[config.mk]
export PLATFORM = sky130hd
export DESIGN_NAME = change_dispenser
export DESIGN_NICKNAME = d
export VERILOG_FILES = /design/src/rtl/vm_pkg.sv /design/src/rtl/coin_select.sv /design/src/rtl/change_dispenser.sv
export SDC_FILE = /design/constraint.sdc
export NUM_CORES = 1
export LEC_CHECK = 0
export BUFFER_PORTS_ARGS = -buffer_cell sky130_fd_sc_hd__buf_4
export CELL_PAD_IN_SITES_DETAIL_PLACEMENT = 1
export CELL_PAD_IN_SITES_GLOBAL_PLACEMENT = 1
export CORE_MARGIN = 4
export CORE_UTILIZATION = 40
export CTS_CLUSTER_DIAMETER = 200
export DETAILED_ROUTE_END_ITERATION = 6
export PLACE_DENSITY = 0.74
export SLEW_MARGIN = 20
export SYNTH_ARGS = -nofsm -noshare
export SYNTH_HDL_FRONTEND = slang
export SYNTH_HIERARCHICAL = 1
export SYNTH_SLANG_ARGS = --single-unit
[constraint.sdc]
create_clock -name clk -period 2.8 [get_ports clk]
set_input_delay 0.14 -clock clk [delete_from_list [all_inputs] [get_ports clk]]
set_output_delay 0.14 -clock clk [all_outputs]
set_load 0.05 [all_outputs]
[src/rtl/vm_pkg.sv]
// Shared vending-machine definitions: coin codes, coin values and the change FSM state type.
// Coin code 3 (QUARTER) is only produced when CHANGE_QUARTER_EN is defined.
package vm_pkg;

  localparam logic [1:0] PENNY   = 2'd0;
  localparam logic [1:0] NICKEL  = 2'd1;
  localparam logic [1:0] DIME    = 2'd2;
  localparam logic [1:0] QUARTER = 2'd3;

  localparam int unsigned VAL_NICKEL  = 5;
  localparam int unsigned VAL_DIME    = 10;
  localparam int unsigned VAL_QUARTER = 25;

  typedef enum logic [1:0] {
    IDLE   = 2'd0,
    SELECT = 2'd1,
    ISSUE  = 2'd2,
    DONE   = 2'd3
  } state_t;

  // Pennies are never dispensed, so they carry no payable value here.
  function automatic int unsigned coin_value(input logic [1:0] code);
    case (code)
      NICKEL:  return VAL_NICKEL;
      DIME:    return VAL_DIME;
      QUARTER: return VAL_QUARTER;
      default: return 0;
    endcase
  endfunction

endpackage

[src/rtl/coin_select.sv]
// Combinational coin picker: largest available coin not exceeding the remaining balance.
// Quarter support is compiled in with CHANGE_QUARTER_EN.
module coin_select
  import vm_pkg::*;
#(
  parameter int CENT_W = 8
) (
  input  logic [CENT_W-1:0] remaining,
  input  logic              dime_empty,
  input  logic              nickel_empty,
`ifdef CHANGE_QUARTER_EN
  input  logic              quarter_empty,
`endif
  output logic              found,
  output logic [1:0]        code,
  output logic [CENT_W-1:0] value
);

  // Later tests override earlier ones, so the last match is the highest priority coin.
  always_comb begin
    found = 1'b0;
    code  = PENNY;
    if (remaining >= CENT_W'(VAL_NICKEL) && !nickel_empty) begin
      found = 1'b1;
      code  = NICKEL;
    end
    if (remaining >= CENT_W'(VAL_DIME) && !dime_empty) begin
      found = 1'b1;
      code  = DIME;
    end
`ifdef CHANGE_QUARTER_EN
    if (remaining >= CENT_W'(VAL_QUARTER) && !quarter_empty) begin
      found = 1'b1;
      code  = QUARTER;
    end
`endif
  end

  assign value = CENT_W'(coin_value(code));

endmodule

[src/rtl/change_dispenser.sv]
// Converts a refund amount into a stream of coin codes for the hopper, reporting unpaid cents.
// Defining CHANGE_QUARTER_EN adds the quarter_empty input and quarter dispensing.
//
// state  | meaning
// IDLE   | waiting for a refund request, req_ready high
// SELECT | choosing the next coin from remaining balance and empty flags
// ISSUE  | presenting one coin until the hopper takes it
// DONE   | done pulse with owed valid, then back to IDLE
module change_dispenser
  import vm_pkg::*;
#(
  parameter int CENT_W = 8
) (
  input  logic              clk,
  input  logic              rst_n,
  input  logic              req_valid,
  input  logic [CENT_W-1:0] req_amount,
  output logic              req_ready,
  input  logic              dime_empty,
  input  logic              nickel_empty,
`ifdef CHANGE_QUARTER_EN
  input  logic              quarter_empty,
`endif
  output logic              coin_valid,
  output logic [1:0]        coin,
  input  logic              coin_ready,
  output logic              done,
  output logic [CENT_W-1:0] owed
);

  state_t              state;
  logic [CENT_W-1:0]   remaining;
  logic [CENT_W-1:0]   coin_val;
  logic [CENT_W-1:0]   rem_next;
  logic                sel_found;
  logic [1:0]          sel_code;
  logic [CENT_W-1:0]   sel_value;

  coin_select #(.CENT_W(CENT_W)) u_coin_select (
    .remaining    (remaining),
    .dime_empty   (dime_empty),
    .nickel_empty (nickel_empty),
`ifdef CHANGE_QUARTER_EN
    .quarter_empty(quarter_empty),
`endif
    .found        (sel_found),
    .code         (sel_code),
    .value        (sel_value)
  );

  // A coin is only chosen when remaining covers it, so this never wraps.
  assign rem_next = remaining - coin_val;

  always_ff @(posedge clk or negedge rst_n) begin
    if (!rst_n) begin
      state      <= IDLE;
      remaining  <= '0;
      coin_val   <= '0;
      req_ready  <= 1'b1;
      coin_valid <= 1'b0;
      coin       <= PENNY;
      done       <= 1'b0;
      owed       <= '0;
    end else begin
      done <= 1'b0;
      case (state)
        IDLE: begin
          if (req_valid) begin
            remaining <= req_amount;
            req_ready <= 1'b0;
            state     <= SELECT;
          end
        end
        SELECT: begin
          if (sel_found) begin
            coin       <= sel_code;
            coin_val   <= sel_value;
            coin_valid <= 1'b1;
            state      <= ISSUE;
          end else begin
            done  <= 1'b1;
            owed  <= remaining;
            state <= DONE;
          end
        end
        ISSUE: begin
          if (coin_ready) begin
            coin_valid <= 1'b0;
            remaining  <= rem_next;
            if (rem_next < CENT_W'(VAL_NICKEL)) begin
              done  <= 1'b1;
              owed  <= rem_next;
              state <= DONE;
            end else begin
              state <= SELECT;
            end
          end
        end
        DONE: begin
          req_ready <= 1'b1;
          state     <= IDLE;
        end
        default: state <= IDLE;
      endcase
    end
  end

endmodule

Word level (Yosys, flattened, before mapping)

Cells that the tools add are included.

Register bits: 31
Bits in latches: 0
RAM bits: 0
Memory bits (read-only): 0
Input port bits: 14
Output and inout port bits: 13
Logic and storage cells: 63
Memories kept: 0

Add/subtract/negate cells: 1
Multipliers: 0
Divide/modulo/power cells: 0
$lt $le $gt $ge: 3
Eq/ne operators: 11
Shift-type cells: 0
Muxes and demuxes: 26
Bitwise logic cells: 0
Reduce and logical (&&, ||, !) cells: 14

Operators by type and width:

| cell                                                 | count |
|---|---|
| two-way mux 8 bit                                    | 5 |
| case mux 8 bit (2 select lines)                      | 2 |
| case mux 5 bit (3 select lines)                      | 1 |
| two-way mux 1 bit                                    | 10 |
| inequality test 2 bit (second input constant)        | 5 |
| equality test 2 bit (second input constant)          | 4 |
| >= comparator 8 x 3 -> 1 bit (second input constant) | 1 |
| >= comparator 8 x 4 -> 1 bit (second input constant) | 1 |
| < comparator 8 x 3 -> 1 bit (second input constant)  | 1 |
| two-way mux 2 bit                                    | 4 |
| case mux 2 bit (4 select lines)                      | 1 |
| subtractor 8 bit                                     | 1 |
| case mux 1 bit (2 select lines)                      | 3 |
| AND reduction 2 bit                                  | 3 |
| AND reduction 3 bit                                  | 2 |
| nonzero test 2 bit                                   | 3 |
| equality test 2 x 1 -> 1 bit (second input constant) | 2 |
| AND reduction 4 bit                                  | 1 |
| logical AND 1 bit                                    | 2 |
| logical NOT 1 bit                                    | 2 |
| logical NOT 2 bit                                    | 1 |

Longest topological paths before layout

Depth in word-level cells: 6
Depth in mapped cells: 10
Depth with buffers taken out: 10

Hierarchy

Netlist, hierarchy kept.

Modules (own cells, without submodules):

| module           | instances | cells an instance | area an instance (µm²) | seq. area each (µm²) |
|---|---|---|---|---|
| change_dispenser | 1         | 203               | 1923.1                 | 777.0 |
| coin_select      | 1         | 17                | 117.6                  | 0.0 |

Worst setup path before layout

No wires, ideal clock.

Path type: register to register
From: reg remaining[0]
To: reg owed[1]
Library setup time: 0.071 ns
Arrival: 2.834 ns
Data required time: 2.729 ns
Path slack: -0.104 ns
Stages on the path, launching flop included: 11
Buffers on the path: 0
Clock period less this slack: 2.904 ns
Cell sequence: dfrtp_1 inv_1 ha_1 inv_1 fa_1 a211oi_2 nor4b_1 or4_1 or4_4 nor4_1 nand3b_1

Longest elaborated chain between the ends: 6
Elaborated cells on any way between the ends: 14
Classes of those cells: add/sub: 1; order compare: 3; eq/ne: 2; mux: 5; reduce/logical: 3

Ends and longest elaborated chain:

| element                                                                  | line                   | source |
|---|---|---|
| start, declared                                                          | change_dispenser.sv:32 | `logic [CENT_W-1:0] remaining;` |
| start signal, assigned                                                   | change_dispenser.sv:69 | `remaining <= req_amount;` |
| start signal, assigned                                                   | change_dispenser.sv:89 | `remaining <= rem_next;` |
| parallel branches: the longest is 6 deep, another holds subtractor 8 bit | --                     |  |
| end signal, assigned                                                     | change_dispenser.sv:82 | `owed <= remaining;` |
| end signal, assigned                                                     | change_dispenser.sv:92 | `owed <= rem_next;` |
| end, declared                                                            | change_dispenser.sv:28 | `output logic [CENT_W-1:0] owed` |

Parallel ways; which one is timed is not known. The select of a mux whose other input is x is not followed.
A chain may end at the register's enable or synchronous reset.

Worst setup path in the final report

Same ends and word-level chain as after synthesis.

==> impl_metrics.py <==
metrics = {
    "min_path": {
        "min_from": "coin_ready",
        "hp-class": "in -> reg",
        "holdPathEnd": "done$_DFF_PN0_",
        "hold_depth": 3,
    },
    "routing": {
        "m1WireLength_um": 2690,
        "viasPerCell": 5.32,
        "highest_layer": "met4",
        "ant_nets": 0,
        "remaining_drc_errors": 0,
        "wl_um": 5470,
        "wl_met2_um": 2560,
        "drt-pass1-iter-count": 6,
        "dr_total_vias": 1755,
        "wl_per_cell_um": 16.6,
        "first_iter_violations": 121,
        "dr_wl_met3_um": 159,
    },
    "synthesis": {
        "yosysSeqAreaShare": 0.381,
        "dominantRegCellSynth": "dfrtp_1",
        "synth.mux.area_fraction": 0.101,
        "ys_ff_latch": 31,
        "synth_top_area_frac": 0.368,
        "synth_top_family_by_area": "compound AO/OA/AOI/OAI gates",
        "synthArstFlopShare": 1.00,
        "synth_edf_count": 0,
        "synthCells": 220,
        "synth-xor-area-share": 0.0258,
        "yosys.area_share.simple": 0.151,
        "synth_area_um2": 2040,
        "synth.distinct_cells": 46,
        "synth_top_area_cell": "dfrtp_1",
        "synth-compound-area-share": 0.180,
        "ys_top_cells_by_area": "dfrtp_1 (37%), ha_1 (6.7%), mux2_2 (6.6%), o21ai_0 (5.2%), a21oi_1 (4.4%)",
        "yosysWarningCount": 6,
        "synth_area_per_cell_um2": 9.28,
        "synthAdderAreaFrac": 0.0773,
    },
    "global_route": {
        "track_usage": 0.190,
        "grt_overflow": 0,
        "grt_pass1_vias": 1867,
        "grt_pass1_wl_um": 9070,
        "grt_max_degree": 32,
        "antenna_found_initial": 0,
    },
    "clock_network": {
        "cts.sinks": 31,
        "h-tree-depth": 2,
        "cts_root_buffer": "clkbuf_8",
        "cts_buffers": 5,
        "tritoncts": "yes",
        "cts_buffer_depth": 2,
        "path_clk_slew_ps": 60,
        "clkLatencyLatePin_ps": 290,
    },
    "placement": {
        "pre_cts_ws_ps": -269,
        "hpwl_um": 4020,
        "port_buffers": 26,
        "place.gp.congestion": 0.847,
    },
    "run_status": {
        "status": "finished clean",
    },
    "timing": {
        "min_period_over_period": 0.993,
        "min_period_ps": 2780,
        "setup_viol": 0,
        "drv_slew": 0,
        "rsz0062_at_grt": "true",
        "fin_ws_ps": 20.5,
        "clock_skew_ps": 5.81,
        "worstMarginPinSlew_ps": 670,
        "hold_violations": 0,
        "timing.slew.headroom": 0.550,
        "fmax_mhz": 360,
    },
    "worst_setup_path": {
        "worstReg2RegStart": "remaining[0]$_DFFE_PN0P_",
        "worstRegToRegCells": 11,
        "reg2reg_slack_ps": 20,
        "end_kind": "register",
        "r2r_end": "owed[1]$_DFFE_PN0P_",
        "required_ps": 2970,
        "critPathKind": "reg -> reg",
        "start_kind": "register",
        "cp_max_fo": 5,
        "crit_arrival_ps": 2950,
    },
    "layout": {
        "syn_to_final_growth_pct": 24.3,
        "layout-drive-gt1-share": 0.312,
        "diodes": 0,
        "fin_nets": 288,
        "fill_cells": 585,
    },
    "floorplanning": {
        "die_area_um2": 6310,
        "core-area_um2": 4820,
        "die_y_um": 79.4,
        "start_util": 0.424,
        "pin_count": 27,
        "die_w_um": 79.4,
        "rows": 25,
    },
    "job": {
        "cap_violations": 0,
    },
}
-- worst max path at each step --
stage / start / depth (start not counted) / slack (ps) / end
after floorplan: remaining[0]$_DFFE_PN0P_ / 10 / 40 / owed[1]$_DFFE_PN0P_
after global placement: remaining[0]$_DFFE_PN0P_ / 10 / -30 / owed[5]$_DFFE_PN0P_
after detailed placement: remaining[0]$_DFFE_PN0P_ / 11 / -270 / owed[5]$_DFFE_PN0P_
after CTS: remaining[0]$_DFFE_PN0P_ / 11 / -40 / owed[0]$_DFFE_PN0P_
after global routing: remaining[0]$_DFFE_PN0P_ / 11 / -80 / owed[0]$_DFFE_PN0P_
final: remaining[0]$_DFFE_PN0P_ / 11 / 20 / owed[1]$_DFFE_PN0P_
-- layout by cell type, fill, tap and decap left out, types with 3 or more instances in the layout --
cell	synthesis	final
o211ai_1	3	3
nand3_1	6	6
a31oi_1	3	3
mux2_2	12	12
nor3_1	4	4
nand2_1	18	18
mux2i_1	7	7
nor4_2	1	3
clkbuf_8	0	5
conb_1	1	4
nor3b_1	6	6
a21oi_1	18	17
a22oi_1	4	4
nor2_1	9	8
ha_1	11	10
inv_1	16	14
nor2b_1	4	4
o21ai_0	21	18
dfrtp_1	30	30
xnor2_1	5	4
o21ai_1	1	4
buf_4	7	46
-- cells in the mapped netlist, types with 5 or more instances --
| cell type | count |
|---|---|
| a21oi_1 | 18 |
| buf_4 | 7 |
| dfrtp_1 | 30 |
| ha_1 | 11 |
| inv_1 | 16 |
| mux2_2 | 12 |
| mux2i_1 | 7 |
| nand2_1 | 18 |
| nand3_1 | 6 |
| nor2_1 | 9 |
| nor3b_1 | 6 |
| o21ai_0 | 21 |
| xnor2_1 | 5 |
-- critical path: stages, from the launching register on --
cell      delay, ps
dfrtp_1         390
inv_2            80
ha_4            130
inv_2            30
fa_2            350
buf_6           140
xnor2_4         180
a21oi_2          70
or4_4           500
or4_4           490
o211ai_1        200
nand3b_1         90
-- per-layer routing --
layer	vias up	track usage
met5	-	0
met4	0	0.0515
met3	6	0.0576
met2	25	0.304
met1	871	0.247
li1	853	-
-- layout make-up --
cell class | count | area [um^2] | share of cell area
well taps | 67 | 83.8 | 0.0330
multi-input cells | 160 | 1170 | 0.461
repair buffers | 48 | 367 | 0.144
clock inverters | 1 | 5.00 | 0.00197
inverters | 16 | 60.1 | 0.0237
clock buffers | 7 | 76.3 | 0.0301
flip-flops and latches | 31 | 777 | 0.306
-- what timing repair did --
item	4_1_cts	5_1_grt
hold buffers	1	0
resized for setup	12	4
hold endpoints to repair	30	0
endpoints found under the setup margin	10	10
pin swaps	10	9
buffers inserted	2	0
-- stage by stage --
step                      instances  area, um^2  hold slack [ps]  TNS (ps)  utilization
after global placement          319        2370              106      -144        0.492
after CTS                       330        2520              120     -85.0        0.524
after global routing            330        2540              132      -326        0.527
final                           330        2540              127         0        0.527
after floorplan                 223        2050             -156         0            -
after detailed placement        319        2370              114     -1310        0.492
-- sequential cells by signal, summed over array words and instances (netlist names) --
name        count
done            1
remaining       8
coin_valid      1
state           2
owed            8
coin_val        8
coin            2
req_ready       1
-- kinds of logic after synthesis --
| group | count (synthesis) |
|---|---|
| adders and majority gates | 12 |
| and+or+nand+nor | 58 |
| DFF | 31 |
| muxes | 19 |
| buffers and inverters | 32 |
| xor gates and xnor gates | 6 |
| AOI/OAI and AO/OA | 61 |
| other | 1 |
Power is not shown: default switching activity piles up to over one toggle a cycle in this logic, so the estimate is an artifact.
